File: src/rtl/aoi211_bist_pkg.sv
// Shared types, constants and golden model for the AOI211 BIST stage.
// Vectors are packed {A1,A2,B,C} with A1 as the MSB.
package aoi211_bist_pkg;

  typedef enum logic [1:0] {
    IDLE = 2'd0,
    RUN  = 2'd1,
    FIN  = 2'd2
  } state_t;

  localparam int VEC_W   = 4;
  localparam int NUM_VEC = 16;

  function automatic logic aoi211_ref(
    input logic [VEC_W-1:0] vec
  );
    return !((vec[3] & vec[2]) | vec[1] | vec[0]);
  endfunction

endpackage

File: src/rtl/aoi211_bist_sat_cnt.sv
// Saturating up-counter with synchronous clear.
// Holds at all-ones once full.
module aoi211_bist_sat_cnt #(
  parameter int W = 5
) (
  input  logic         clk,
  input  logic         rst,
  input  logic         clr,
  input  logic         inc,
  output logic [W-1:0] cnt
);

  always_ff @(posedge clk or posedge rst) begin
    if (rst) begin
      cnt <= '0;
    end else if (clr) begin
      cnt <= '0;
    end else if (inc && (cnt != {W{1'b1}})) begin
      cnt <= cnt + 1'b1;
    end
  end

endmodule

File: src/rtl/aoi211_bist.sv
// Exhaustive BIST around one AOI211 cell: registered sweep,
// golden compare, saturating error count and first-fail capture.
module aoi211_bist
  import aoi211_bist_pkg::*;
#(
  parameter int SETTLE_CYCLES = 2,
  parameter int PASSES        = 1,
  parameter int ERR_W         = 5
) (
`ifdef USE_POWER_PINS
  inout  wire              VDD,
  inout  wire              VSS,
`endif
  input  logic             CLK,
  input  logic             RST,
  input  logic             START,
  output logic             A1,
  output logic             A2,
  output logic             B,
  output logic             C,
  input  logic             ZN,
  output logic             BUSY,
  output logic             DONE,
  output logic             PASS,
  output logic [ERR_W-1:0] ERR_CNT,
  output logic [3:0]       FIRST_FAIL
);

  localparam int SW =
    (SETTLE_CYCLES > 0) ? $clog2(SETTLE_CYCLES + 1) : 1;
  localparam int PW =
    (PASSES > 1) ? $clog2(PASSES) : 1;

  localparam logic [SW-1:0] SET_LAST = SW'(SETTLE_CYCLES);
  localparam logic [PW-1:0] PAS_LAST = PW'(PASSES - 1);

  state_t           state_q, state_d;
  logic [VEC_W-1:0] vec_q, vec_d;
  logic [VEC_W-1:0] stim_q, stim_d;
  logic [SW-1:0]    set_q, set_d;
  logic [PW-1:0]    pas_q, pas_d;
  logic             ff_q, ff_d;
  logic [3:0]       first_q, first_d;
  logic             mism;
  logic             clr;
  logic             inc;

  always_ff @(posedge CLK or posedge RST) begin
    if (RST) begin
      state_q <= IDLE;
      vec_q   <= '0;
      stim_q  <= '0;
      set_q   <= '0;
      pas_q   <= '0;
      ff_q    <= 1'b0;
      first_q <= '0;
    end else begin
      state_q <= state_d;
      vec_q   <= vec_d;
      stim_q  <= stim_d;
      set_q   <= set_d;
      pas_q   <= pas_d;
      ff_q    <= ff_d;
      first_q <= first_d;
    end
  end

  // X/Z on ZN must count as a failure, hence the case inequality.
  assign mism = (ZN !== aoi211_ref(vec_q));

  always_comb begin
    state_d = state_q;
    vec_d   = vec_q;
    set_d   = set_q;
    pas_d   = pas_q;
    ff_d    = ff_q;
    first_d = first_q;
    clr     = 1'b0;
    inc     = 1'b0;
    unique case (state_q)
      IDLE, FIN: begin
        if (START) begin
          state_d = RUN;
          vec_d   = '0;
          set_d   = '0;
          pas_d   = '0;
          ff_d    = 1'b0;
          first_d = '0;
          clr     = 1'b1;
        end
      end
      RUN: begin
        if (set_q == SET_LAST) begin
          set_d = '0;
          vec_d = vec_q + 1'b1;
          if (mism) begin
            inc = 1'b1;
            if (!ff_q) begin
              ff_d    = 1'b1;
              first_d = vec_q;
            end
          end
          if (vec_q == {VEC_W{1'b1}}) begin
            if (pas_q == PAS_LAST) begin
              state_d = FIN;
              vec_d   = '0;
              pas_d   = '0;
            end else begin
              pas_d = pas_q + 1'b1;
            end
          end
        end else begin
          set_d = set_q + 1'b1;
        end
      end
      default: state_d = IDLE;
    endcase
  end

  assign stim_d = (state_d == RUN) ? vec_d : '0;

  aoi211_bist_sat_cnt #(
    .W (ERR_W)
  ) u_err (
    .clk (CLK),
    .rst (RST),
    .clr (clr),
    .inc (inc),
    .cnt (ERR_CNT)
  );

  assign {A1, A2, B, C} = stim_q;
  assign BUSY       = (state_q == RUN);
  assign DONE       = (state_q == FIN);
  assign PASS       = DONE && (ERR_CNT == '0);
  assign FIRST_FAIL = first_q;

endmodule

File: config.mk
export PLATFORM = sky130hd
export DESIGN_NAME = aoi211_bist
export DESIGN_NICKNAME = d
export VERILOG_FILES = /design/src/rtl/aoi211_bist_pkg.sv /design/src/rtl/aoi211_bist_sat_cnt.sv /design/src/rtl/aoi211_bist.sv
export SDC_FILE = /design/constraint.sdc
export NUM_CORES = 1
export LEC_CHECK = 0
export BUFFER_PORTS_ARGS = -buffer_cell sky130_fd_sc_hd__buf_2
export CORE_AREA = 5 5 52 54
export DETAILED_ROUTE_END_ITERATION = 6
export DIE_AREA = 0 0 57 59
export PLACE_DENSITY = 0.82
export SLEW_MARGIN = 20
export SYNTH_ARGS = -nofsm -noshare
export SYNTH_HDL_FRONTEND = slang
export SYNTH_SLANG_ARGS = --single-unit
File: constraint.sdc
create_clock -name CLK -period 5.1 [get_ports CLK]
set_input_delay 0.255 -clock CLK [delete_from_list [all_inputs] [get_ports CLK]]
set_output_delay 0.255 -clock CLK [all_outputs]
set_load 0.02 [all_outputs]
== After elaboration in Yosys (flattened, before gate mapping) ==
Cells that the tools add are included.
W data, S select, Z words.

* Reductions and logical operators: 12
* Add/sub/neg operators: 4
* Equal/unequal tests: 12
* Muxes and demuxes: 34
* Bitwise operators: 3

{| class="wikitable"
|+ Operator list
! operator !! number
|-
| $mux W4 || 9
|-
| $pmux W4 S2 || 2
|-
| $mux W2 || 6
|-
| $mux W1 || 11
|-
| $mux W5 || 2
|-
| $pmux W2 S2 || 2
|-
| $reduce_and A4 Y1 || 2
|-
| $ne A2 B1 Y1 const B || 3
|-
| $add A5 B1 Y5 const B || 1
|-
| $logic_not A5 Y1 || 1
|-
| $ne A5 B5 Y1 const B || 1
|-
| $reduce_and A5 Y1 || 1
|-
| $add A4 B1 Y4 const B || 1
|-
| $eq A2 B1 Y1 const B || 2
|-
| $eq A2 B2 Y1 const B || 2
|-
| $eq A4 B4 Y1 const B || 1
|-
| $ne A2 B2 Y1 const B || 2
|-
| $pmux W1 S2 || 2
|-
| $reduce_bool A2 Y1 || 2
|-
| $add A2 B1 Y2 const B || 1
|-
| $logic_and A1 B1 Y1 || 2
|-
| $logic_not A2 Y1 || 1
|-
| $or A1 B1 Y1 || 2
|-
| $reduce_and A2 Y1 || 1
|-
| 5 further kinds || 5
|}

* Input port bits: 4
* Output and inout port bits: 16
* Word-level logic and storage cells: 73
* Register bits after elaboration: 23

== Logic depth before layout (Yosys ltp) ==
Gate-level depths: netlist of run 1.

* Word-level depth: 11
* Mapped depth: 6
* Mapped depth without buffers: 6

== Hierarchy ==
Synthesis of run 1 repeated with hierarchy kept, for this count alone.

* Cell total of the unflattened synthesis: 104
* Area, all modules: 1081.0 um^2

{| class="wikitable"
|+ Modules (own cells, without submodules)
! module !! sequential area each (um^2) !! cells each !! times used !! area each (um^2)
|-
| aoi211_bist || 425.4 || 78 || 1 || 819.5
|-
| aoi211_bist_sat_cnt || 125.1 || 26 || 1 || 261.5
|}

== Worst setup path before layout of run 1 ==
Ideal clock, no wire load.

* Path kind: register -> register
* Start: register u_err.cnt[0]
* End: register u_err.cnt[3]
* Buffers on the path: 0
* Arrival time: 1.778 ns
* Stages on the path, launching flop included: 7
* Slack: 3.245 ns
* Library setup time: 0.078 ns
* Data required time: 5.022 ns
* Period minus slack after synthesis: 1.855 ns
* Path through: dfrtp_1 > ha_1 > and3_1 > ha_1 > nor2_1 > or4b_1 > a21boi_1

* Longest elaborated chain between the ends: 3
* Elaborated cells between the ends (all ways): 6
* Classes of those cells: 1 x add/sub; 1 x eq/ne; 2 x mux; 2 x reduce/logical

{| class="wikitable"
|+ Ends and longest elaborated chain
! item !! RTL line !! text
|-
| start: declaration || aoi211_bist_sat_cnt.sv:10 || <nowiki>output logic [W-1:0] cnt</nowiki>
|-
| start signal: assignment || aoi211_bist_sat_cnt.sv:19 || <nowiki>cnt <= cnt + 1'b1;</nowiki>
|-
| $add A5 B1 Y5 or $ne A5 B5 Y1 (tied branches) || aoi211_bist_sat_cnt.sv:19, aoi211_bist_sat_cnt.sv:18 ||
|-
| $mux W5 or $logic_and A1 B1 Y1 (tied branches) || aoi211_bist_sat_cnt.sv:18 || <nowiki>end else if (inc && (cnt != {W{1'b1}})) begin</nowiki>
|-
| $mux W5 or $reduce_bool A2 Y1 (tied branches) || n/a ||
|}

Several ways; a longest one is shown, not always the timed one. The select of a mux whose other input is x is not followed.
A chain may end at the register's enable or synchronous reset.

== Final worst setup path of run 1 ==
Same ends and word-level chain as after synthesis.

==> impl_results.md, run 1 <==
- Status: finished clean
- Worst ir drop on vdd: between 200 and 300 uV
- Syn_nets: 118
- R2R setup slack: 3160 ps
- Initial antenna violation count: 0
- Synth Cell Area: 1130 sq um
- Final hold vios: 0
- Core region area: 2170 sq um
- CTS Buf Count: 3
- WL per Instance: about 14 microns
- PwrDens: 523 nW/um^2
- Met1 wire length: 944 microns
- Worst reg-to-reg path cell count: 6
- Final Skew: between 5 and 6 ps
- Non-filler cells, final: 156
- Initial Utilization: 52.0%
- Via density: roughly 5.7
- Total negative slack: 0 ps
- Starting DRT DRC Count: 10
- Htree depth: 1
- # setup viols final: 0
- CP dominant cell by count: ha_1
- Worst Path Max Fanout: 6
- Inst Count DP: 152
- Post-synthesis sequential element count: 22
- Largest cells by area after synthesis: dfrtp_1 (49%), nand2_1 (5.7%), ha_1 (4.4%), mux2i_1 (4.4%), nand3_1 (3.1%)
- Initial DRT Pass Iterations: 4
- Pleak: 0.671 nW
- Max layer used: met4
- Final net count: 137
- Clock transition at path regs: 120 ps
- Mapped Cells: 110
- All-Layer GR Usage: between 10% and 20%
- Wire length on met3: 137 microns
- Routed Antenna Nets: 0
- CP Data Required Time: 5350 ps
- Hold crit path type: in2async
- Hold_buf cts: 0
- Post-synth EDFFs: 0
- Synth top area share: between 40% and 50%
- Max clock buf depth: 2
- First-pass GRT wire length: 3.74 mm
- CP cell instances: ha_1 -> and3_1 -> ha_1 -> nor2_1 -> or4b_1 -> a21boi_1
- Final worst setup slack: 3160 ps
- Area grow syn2layout: 10.8%
- Post-Syn Area per Cell: 10.3 sq um
- DP Area: 1210 sq um
- DR vias: 886
- DP HPWL: 1.58 mm
- Relative slew margins: 46.9%
- Slew @ Worst Pin: 796 ps
- Antenna Cells: 0
- Clock Latency Late Sink: 310 ps
- Final Instance Area: 1250 sq um
- Sink Count: 22
- Final hold slack: between 60 and 70 ps
- # port buffers: 19
- Top cells by count, synth: dfrtp_1 (22), nand2_1 (17), inv_1 (7), nand3_1 (7)
- Ratio of cells with drive above 1 in the final layout: a little over a fifth
- CTS Root Cell: clkbuf_4
- Ys flop type: dfrtp_1
- Fillers: 200
- Fmax: 517 MHz
- IO Pins: 20
- Critical path class: reg2reg
- Setup Buffers After CTS: 0
- Total length of routed met2 wires: 1.09 mm
- Routed WL: around 2.2 mm
- Largest area contributor in the netlist: dfrtp_1
- Die span in x: 57 microns
- Finished Core Util: 57.6%
- CTS resizes: 0
- DRC: 0
- Warnings from Yosys: 0
- Crit path largest cell delay: 460 ps
- Dpl ws: 3230 ps
- Count leader, synth: dfrtp_1
- Die H: slightly below 60 microns
- Async set-reset flop share out of synthesis: 100%
- Power, Total: approximately 0.65 mW
- Total of max-cap violations: 0
- Library cells used by synthesis: 38
- CP endpoint kind: flop
- Largest net degree at the start of global routing: 23
- Final Max Slew Viols: 0
- RSZ-0062 raised after global routing: false
- Worst EP arrival: 2180 ps
- Cell Rows: 17
- RePlAce Congestion: 0.843
- Startpoint types: flop
- Sequential area share after synthesis: about half
- Total die area: between 3000 and 4000 sq um
- Crit-path slowest cell: or4b_1
- Grt total ovfl: 0
- Final period util: 37.9%
- Vias in the first global route: 834
- TritonCTS clock tree: built
- Crit path time final: 1940 ps
-- registers in the layout, summed over array words and instances, names as in the netlist --
signal / cells
vec_q: 4
u_err.cnt: 5
ff_q: 1
state_q: 2
FIRST_FAIL: 4
stim_q: 4
set_q: 2
-- final timing paths --
path                               start            end
max reg2reg                 u_err.cnt[0]   u_err.cnt[3]
max                         u_err.cnt[0]   u_err.cnt[3]
max in group asynchronous            RST   u_err.cnt[0]
min reg2reg                FIRST_FAIL[3]  FIRST_FAIL[3]
min                                  RST       vec_q[3]
min in group CLK                   START     state_q[1]
-- layout make-up --
type	count	area (sq um)	area share [%]
Timing Repair Buffer	19	95.1	7.61
Clock buffer	4	36.3	2.90
Sequential cell	22	551	44.0
Multi-Input combinational cell	76	507	40.5
Inverter	7	26.3	2.10
Tap cell	28	35.0	2.80
-- cells in the final DEF, fill, tap and decap left out, types with 2 or more instances in the layout --
cell / synthesis / routed
a21oi_1: 2 / 2
o21ai_0: 2 / 2
nand2b_1: 5 / 5
nand3_1: 7 / 7
clkbuf_4: 0 / 3
nor2_1: 5 / 5
dfrtp_1: 22 / 22
mux2i_1: 5 / 5
ha_1: 4 / 4
inv_1: 7 / 7
o31ai_1: 2 / 2
nand2_1: 17 / 17
buf_2: 0 / 19
a22o_1: 3 / 3
nor3_1: 2 / 2
-- power by group --
part,internal [mW],switching [mW]
clock network,0.0437,0.0531
registers,0.231,0.0700
logic,0.105,0.150
-- worst max-delay path, delay by kind of cell, from the launching register on --
family	cells	cell delay, ps
DFF	1	450
and+or+nand+nor	3	840
AOI/OAI and AO/OA	1	140
adders and majority gates	2	430
-- layer usage --
| layer | track usage [%] | vias to the layer above |
|---|---|---|
| li1 | - | 416 |
| met1 | 18.3 | 436 |
| met2 | 22.5 | 29 |
| met3 | 3.49 | 5 |
| met4 | 7.95 | 0 |
| met5 | 0 | - |
-- kinds of logic after synthesis --
kind of cell,Yosys count,share of synthesized area [%]
compound gates,18,13.0
xor+xnor,2,1.55
fa+ha+maj,4,4.43
buf+inv,12,6.32
flops,22,48.8
mux,5,4.43
simple gates,47,21.5
Note: power is estimated with default switching activity, not from simulation.
==> run 2: changes to the inputs <==
- CORE_AREA: 5 5 52 54 -> 5 5 55 57
- DIE_AREA: 0 0 57 59 -> 0 0 60 62
- PLACE_DENSITY: 0.82 -> 0.77
- clock period: 5.1 -> 1.65 ns (I/O delays scaled with it)
==> run 2 against run 1 <==
- the flow now finishes with violations (negative setup slack)
- setup slack got worse by 3200 ps
- largest cell class is now multi-input combinational cells
- largest power group is now combinational cells
- clock power rose to 3.0 times the previous value
- routed wire length increased by 5.2%
- cell area rose by 14%
- critical path depth stayed put
- sequential share of layout area down 5.2 points
- utilization is 0.88 points higher
- first-iteration DRC count increased by 130%
- die area increased by 11%
- sequential power rose to 2.9 times the previous value
- register-to-register slack worse by 3200 ps
- total power grew to 3.4 times the previous value
==> impl_results.md, run 2 (synthesis gave the netlist of run 1 again) <==
- Internal: 1.32 mW (+250%)
- Seq pwr share: 39.9% (-6.2 points)
- Starting DRT DRC Count: 23 (+13)
- RSZ-0062 raised after global routing: true
- Sw power: 0.889 mW (+230%)
- Total of max-cap violations: 0 (unchanged)
- Setup Buffers After CTS: 0 (unchanged)
- Top reg by flops: u_err.cnt
- Routed WL: 2.33 mm (+5.2%)
- Leading cell type in the layout, fill and taps excluded: dfrtp_1
- CP Data Required Time: 1880 ps (-3470 ps)
- Final Skew: 1.21 ps (-4.15 ps)
- All-Layer GR Usage: 14.5% (+0.11 points)
- Crit path largest cell delay: 450 ps (about the same)
- Largest net degree at the start of global routing: 16 (-30%)
- Hold crit path type: in2reg
- RePlAce Congestion: 0.828 (-1.8%)
- Finished Core Util: 58.5% (+0.88 points)
- Cell Rows: 18 (+1)
- CTS Root Cell: clkbuf_4
- Final net count: 150 (+9.5%)
- Power, Total: 2.21 mW (+240%)
- Hold-critical path depth: 4
- Final hold slack: 283 ps (+217 ps)
- CTS Buf Count: 3 (unchanged)
- CP dominant cell by count: ha_4
- Total die area: 3720 sq um (+11%)
- Final Instance Area: 1420 sq um (+14%)
- Sink Count: 22 (unchanged)
- Antenna Cells: 0 (unchanged)
- Final period util: 101% (+63 points)
- Pleak: 0.733 nW (+9.3%)
- Worst Path Max Fanout: 3 (-3)
- Worst reg-to-reg path cell count: 6 (unchanged)
- Sw frac: 40.3% (-1.5 points)
- Max FFs per register: 5 (unchanged)
- Area grow syn2layout: 26.1%
- Core region area: 2430 sq um (+12%)
- Crit path time final: 1670 ps (-263 ps)
- Fmax: 598 MHz (+16%)
- Clock network power share: 13.0% (-1.8 points)
- Initial Utilization: 46.4% (-5.6 points)
- Ratio of cells with drive above 1 in the final layout: 33.3% (+11 points)
- Vias in the first global route: 901 (+8.0%)
- Initial antenna violation count: 0 (unchanged)
- Max clock buf depth: 2 (unchanged)
- # setup viols final: 1 (+1)
- Die span in x: 60 microns (+5.3%)
- Routed Antenna Nets: 0 (unchanged)
- Critical path class: reg2reg
- Final Max Slew Viols: 0 (unchanged)
- Comb pwr share: 47.1% (+8.0 points)
- DR vias: 878 (-0.90%)
- Clock Latency Late Sink: 300 ps (about the same)
- Status: finished with violations
- Worst ir drop on vdd: 1020 uV (+250%)
- Startpoint types: flop
- Die H: 62 microns (+5.1%)
- CP cell instances: ha_4 -> and3_4 -> ha_4 -> nor2_4 -> or4b_1 -> a21boi_1
- Commonest non-fill, non-tap cells in the layout: dfrtp_1 (20), buf_2 (19), nand2_1 (17)
- First-pass GRT wire length: 4.00 mm (+6.8%)
- DP Area: 1330 sq um (+9.5%)
- # port buffers: 19 (unchanged)
- Via density: 5.13 (-9.6%)
- Final worst setup slack: -21.8 ps (-3190 ps)
- Slew @ Worst Pin: 579 ps (-217 ps)
- IO Pins: 20 (unchanged)
- Clock transition at path regs: 120 ps (about the same)
- Final hold vios: 0 (unchanged)
- PwrDens: 1550 nW/um^2 (+200%)
- CP endpoint kind: flop
- TritonCTS clock tree: built
- Grt total ovfl: 0 (unchanged)
- DP HPWL: 1.83 mm (+15%)
- Failing checks: negative setup slack
- Htree depth: 1 (unchanged)
- Initial DRT Pass Iterations: 4 (unchanged)
- WL per Instance: 13.6 microns (-4.0%)
- Worst EP arrival: 1910 ps (-270 ps)
- DRC: 0 (unchanged)
- Relative slew margins: 61.4% (+15 points)
- Crit-path slowest cell: dfrtp_2
==> run 2: cell count changes in the layout (fill, tap and decap cells not counted), sizes merged <==
cell / change
buf: +11
dlygate4sd3: +2
==> run 2: what timing repair did <==
action / in CTS / in global routing
gates cloned: 0 / 0
endpoints found under the setup margin: 1 / 8
hold endpoints to repair: 15 / 0
resized for setup: 1 / 3
hold buffers: 2 / 0
==> run 2: metal layers <==
metal	up-vias	share of wire, %	GRT usage, %
met5	-	0	0
met2	20	47	24.8
met4	0	0.81	5.38
met3	2	4.7	2.89
li1	441	-	-
met1	415	47	18.1
==> run 2: critical path: cells and delay by family (launching register included) <==
kind	cells	cell delay, ps
DFF	1	450
adders and majority gates	2	320
AOI/OAI and AO/OA	1	130
and+or+nand+nor	3	710
==> run 2: power groups by stage <==
stage               registers, mW  clock network, mW  logic (mW)
finish                      0.880              0.287        1.04
global route                0.905              0.338        1.15
CTS                         0.870              0.303        1.01
detailed placement          0.874                  0       0.995
global placement            0.860                  0       0.964
floorplan                    1.00                  0       0.553
==> run 2: per-stage QoR <==
step | instances | setup TNS, ps | setup slack [ps]
finish | 171 | -21.8 | -21.8
global route | 171 | -101 | -99.3
global placement | 165 | 0 | 47.2
floorplan | 110 | -28.8 | -28.8
detailed placement | 165 | -12.1 | -12.1
CTS | 171 | -27.2 | -27.2
==> run 2: worst paths after layout <==
path / endpoint / slack, ps / from
max in group asynchronous: stim_q[0] / 750 / RST
setup reg to reg: u_err.cnt[3] / -20 / u_err.cnt[0]
hold reg to reg: FIRST_FAIL[0] / 520 / FIRST_FAIL[0]
min in group asynchronous: u_err.cnt[4] / 370 / RST
setup / recovery: u_err.cnt[3] / -20 / u_err.cnt[0]
hold / removal: ff_q / 280 / ZN
==> run 2: cell type report <==
class / count / area, sq um
Inverter: 7 / 26.3
Timing Repair Buffer: 32 / 201
Tap cell: 30 / 37.5
Sequential cell: 22 / 553
Clock buffer: 4 / 36.3
Multi-Input combinational cell: 76 / 568
Fill cell: 208 / 1010
==> run 3: changes to the inputs <==
- ABC_AREA: default -> 1
- CELL_PAD_IN_SITES_DETAIL_PLACEMENT: default -> 2
- CELL_PAD_IN_SITES_GLOBAL_PLACEMENT: default -> 2
- CORE_AREA: 5 5 55 57 -> 5 5 72 74
- DIE_AREA: 0 0 60 62 -> 0 0 77 79
- PLACE_DENSITY: 0.77 -> 0.78
==> run 3 against run 2 <==
- the run now ends clean
- cell area grew 4.3%
- first-iteration DRC count is the same
- combinational power grew 33%
- synthesized cell count grew 28%
==> impl_results.md, run 3 <==
- Hold-critical path depth: 3 (-1)
- Synth Cell Area: 1270 sq um (+13%)
- Worst reg-to-reg path cell count: 8 (+2)
- Inst Count DP: 215 (+30%)
- RePlAce Congestion: 0.766 (-7.5%)
- Fillers: 529 (+150%)
- First-pass GRT wire length: 6.21 mm (+55%)
- Max clock buf depth: 2 (unchanged)
- CP endpoint kind: flop
- Crit-path slowest cell: dfrtp_2
- Mapped Cells: 141 (+28%)
- Routed Antenna Nets: 0 (unchanged)
- Initial antenna violation count: 0 (unchanged)
- Htree depth: 1 (unchanged)
- Final Skew: 7.99 ps (+6.78 ps)
- Fmax: 655 MHz (+9.6%)
- Status: finished clean
- Leading cell type in the layout, fill and taps excluded: nand2_1
- Hold crit path type: in2reg
- All-Layer GR Usage: 12.6% (-1.9 points)
- Worst ir drop on vdd: 595 uV (-42%)
- Multi-input logic area: 604 sq um (+6.4%)
- Final Max Slew Viols: 0 (unchanged)
- Core region area: 4540 sq um (+86%)
- Syn_nets: 149 (+26%)
- Count leader, synth: nand2_1
- Startpoint types: flop
- Warnings from Yosys: 0 (unchanged)
- Total negative slack: 0 ps (+21.8 ps)
- Worst path bufs/invs: 0 (unchanged)
- Initial DRT Pass Iterations: 4 (unchanged)
- Power, Total: 2.65 mW (+20%)
- Routed WL: 3.55 mm (+52%)
- PwrDens: 1780 nW/um^2 (+15%)
- Clock Latency Late Sink: 260 ps (-40 ps)
- Worst Path Max Fanout: 6 (+3)
- Final worst setup slack: 124 ps (+146 ps)
- WL per Instance: 16.2 microns (+19%)
- Largest net degree at the start of global routing: 23 (+7)
- Final hold slack: 127 ps (-156 ps)
- Initial Utilization: 28.0% (-18 points)
- Clock transition at path regs: 80 ps (-40 ps)
- Seq. cell area: 552 sq um (-0.23%)
- DP HPWL: 2.95 mm (+61%)
- Pleak: 0.791 nW (+8.0%)
- Dpl ws: 47.3 ps (+59.4 ps)
- Largest cells by area after synthesis: dfrtp_1 (43%), nand2_1 (8.3%), nand2_4 (8.0%), nand3_1 (5.1%), inv_1 (5.0%)
- Total of max-cap violations: 0 (unchanged)
- # setup viols final: 0 (-1)
- Final hold vios: 0 (unchanged)
- Vias in the first global route: 1273 (+41%)
- Relative slew margins: 77.8% (+16 points)
- Die span in x: 77 microns (+28%)
- Starting DRT DRC Count: 23 (unchanged)
- Worst EP arrival: 1680 ps (-230 ps)
- Library cells used by synthesis: 25 (-34%)
- Sink Count: 22 (unchanged)
- Via density: 4.71 (-8.3%)
- Area grow syn2layout: 16.8%
- Worst r2r src: u_err.cnt[0]
- Post-synth EDFFs: 0 (unchanged)
- Final Instance Area: 1480 sq um (+4.3%)
- Max FFs per register: 5 (unchanged)
- TritonCTS clock tree: built
- Synth top area share: 43.3% (-5.4 points)
- CP Data Required Time: 1800 ps (-80 ps)
- DRC: 0 (unchanged)
- Slew @ Worst Pin: 333 ps (-245 ps)
- Final period util: 92.5% (-8.8 points)
- Hold path startpoint: START
- Setup Buffers After CTS: 0 (unchanged)
- DR vias: 1031 (+17%)
- CTS Root Cell: clkbuf_8
- Worst r2r dst: u_err.cnt[3]
- Final net count: 175 (+17%)
- Grt total ovfl: 0 (unchanged)
- Total die area: 6080 sq um (+64%)
- Finished Core Util: 32.7% (-26 points)
- Largest area contributor in the netlist: dfrtp_1
- Sequential area share after synthesis: 43.3% (-5.4 points)
- DP Area: 1430 sq um (+7.5%)
- Die H: 79 microns (+27%)
- Worst Hold Endpoint: state_q[1]
- CP cell instances: ha_1 -> nand2_1 -> nor2_1 -> ha_2 -> nor2_8 -> nand2_4 -> nand3_1 -> nand2_1
- Ratio of cells with drive above 1 in the final layout: 29.7% (-3.6 points)
- RSZ-0062 raised after global routing: false
- Cell Rows: 25 (+7)
- Ys flop type: dfrtp_1
- Crit path largest cell delay: 440 ps (about the same)
- IO Pins: 20 (unchanged)
- CTS Buf Count: 3 (unchanged)
- CP dominant cell by count: nand2_1
- Async set-reset flop share out of synthesis: 100% (unchanged)
- Critical path class: reg2reg
- Commonest non-fill, non-tap cells in the layout: nand2_1 (28), dfrtp_1 (21), buf_2 (19)
- Top reg by flops: u_err.cnt
- R2R setup slack: 120 ps (+150 ps)
- Top cells by count, synth: nand2_1 (28), dfrtp_1 (22), inv_1 (17), nand3_1 (13), nor2_1 (10)
- Antenna Cells: 0 (unchanged)
- Post-synthesis sequential element count: 22 (unchanged)
- Post-Syn Area per Cell: 9.01 sq um (-12%)
- Crit path time final: 1530 ps (-146 ps)
- Crit-path leading delay family: simple AND/OR/NAND/NOR gates
- Non-filler cells, final: 219 (+28%)
- # port buffers: 19 (unchanged)
## run 3: cell types whose count changed after synthesis, moves of 6 or more
cell / change
nand2_1: +11
inv_1: +10
nand2_4: +9
nand3_1: +6
## run 3: timing repair
action | CTS | global route
resized for setup | 0 | 2
endpoints found under the hold margin | 22 | 0
hold buffers | 1 | 0
endpoints found under the setup margin | 0 | 5
## run 3: power by group
| part | switching, mW | internal, mW |
|---|---|---|
| Clock | 0.178 | 0.163 |
| Combinational | 0.929 | 0.452 |
| Sequential | 0.188 | 0.735 |
## run 3: cell families (layout without fill, tap and decap cells)
kind of cell             Yosys count  after routing  share of synthesized area (%)
AO/OA/AOI/OAI                     13             13                           5.91
XOR/XNOR                           2              2                           1.38
adder cells (fa/ha/maj)            4              4                           3.94
buffers and inverters             24             48                           9.26
flip-flops                        22             22                           43.3
AND/OR/NAND/NOR                   76             76                           36.2
## run 3: layout make-up
class / instances / area share [%]
tap: 54 / 4.55
inverter: 21 / 5.65
timing repair buffer: 24 / 9.11
clock buffer: 3 / 2.78
multi-input combinational: 95 / 40.7
sequential: 22 / 37.2
## run 3: metal layers
metal / share of wire [%] / GRT usage (%)
met5: 0 / 0
met4: 0.42 / 2.06
met3: 2.6 / 1.59
met2: 57 / 26.1
met1: 40 / 13.4
## run 3: worst max-delay path by stage
| stage | from | to | slack, ps | depth (start not counted) |
|---|---|---|---|---|
| floorplan | u_err.cnt[0] | u_err.cnt[0] | 140 | 8 |
| global placement | u_err.cnt[0] | u_err.cnt[0] | 190 | 8 |
| detailed placement | u_err.cnt[0] | u_err.cnt[1] | 50 | 8 |
| CTS | u_err.cnt[0] | u_err.cnt[0] | 40 | 8 |
| global route | u_err.cnt[0] | u_err.cnt[1] | 20 | 8 |
| finish | u_err.cnt[0] | u_err.cnt[3] | 120 | 8 |
## run 3: worst reg2reg max path, delay by kind of cell (launching register included)
kind | cells | cell delay (ps)
AND/OR/NAND/NOR | 6 | 540
flip-flops | 1 | 440
adder cells (fa/ha/maj) | 2 | 440
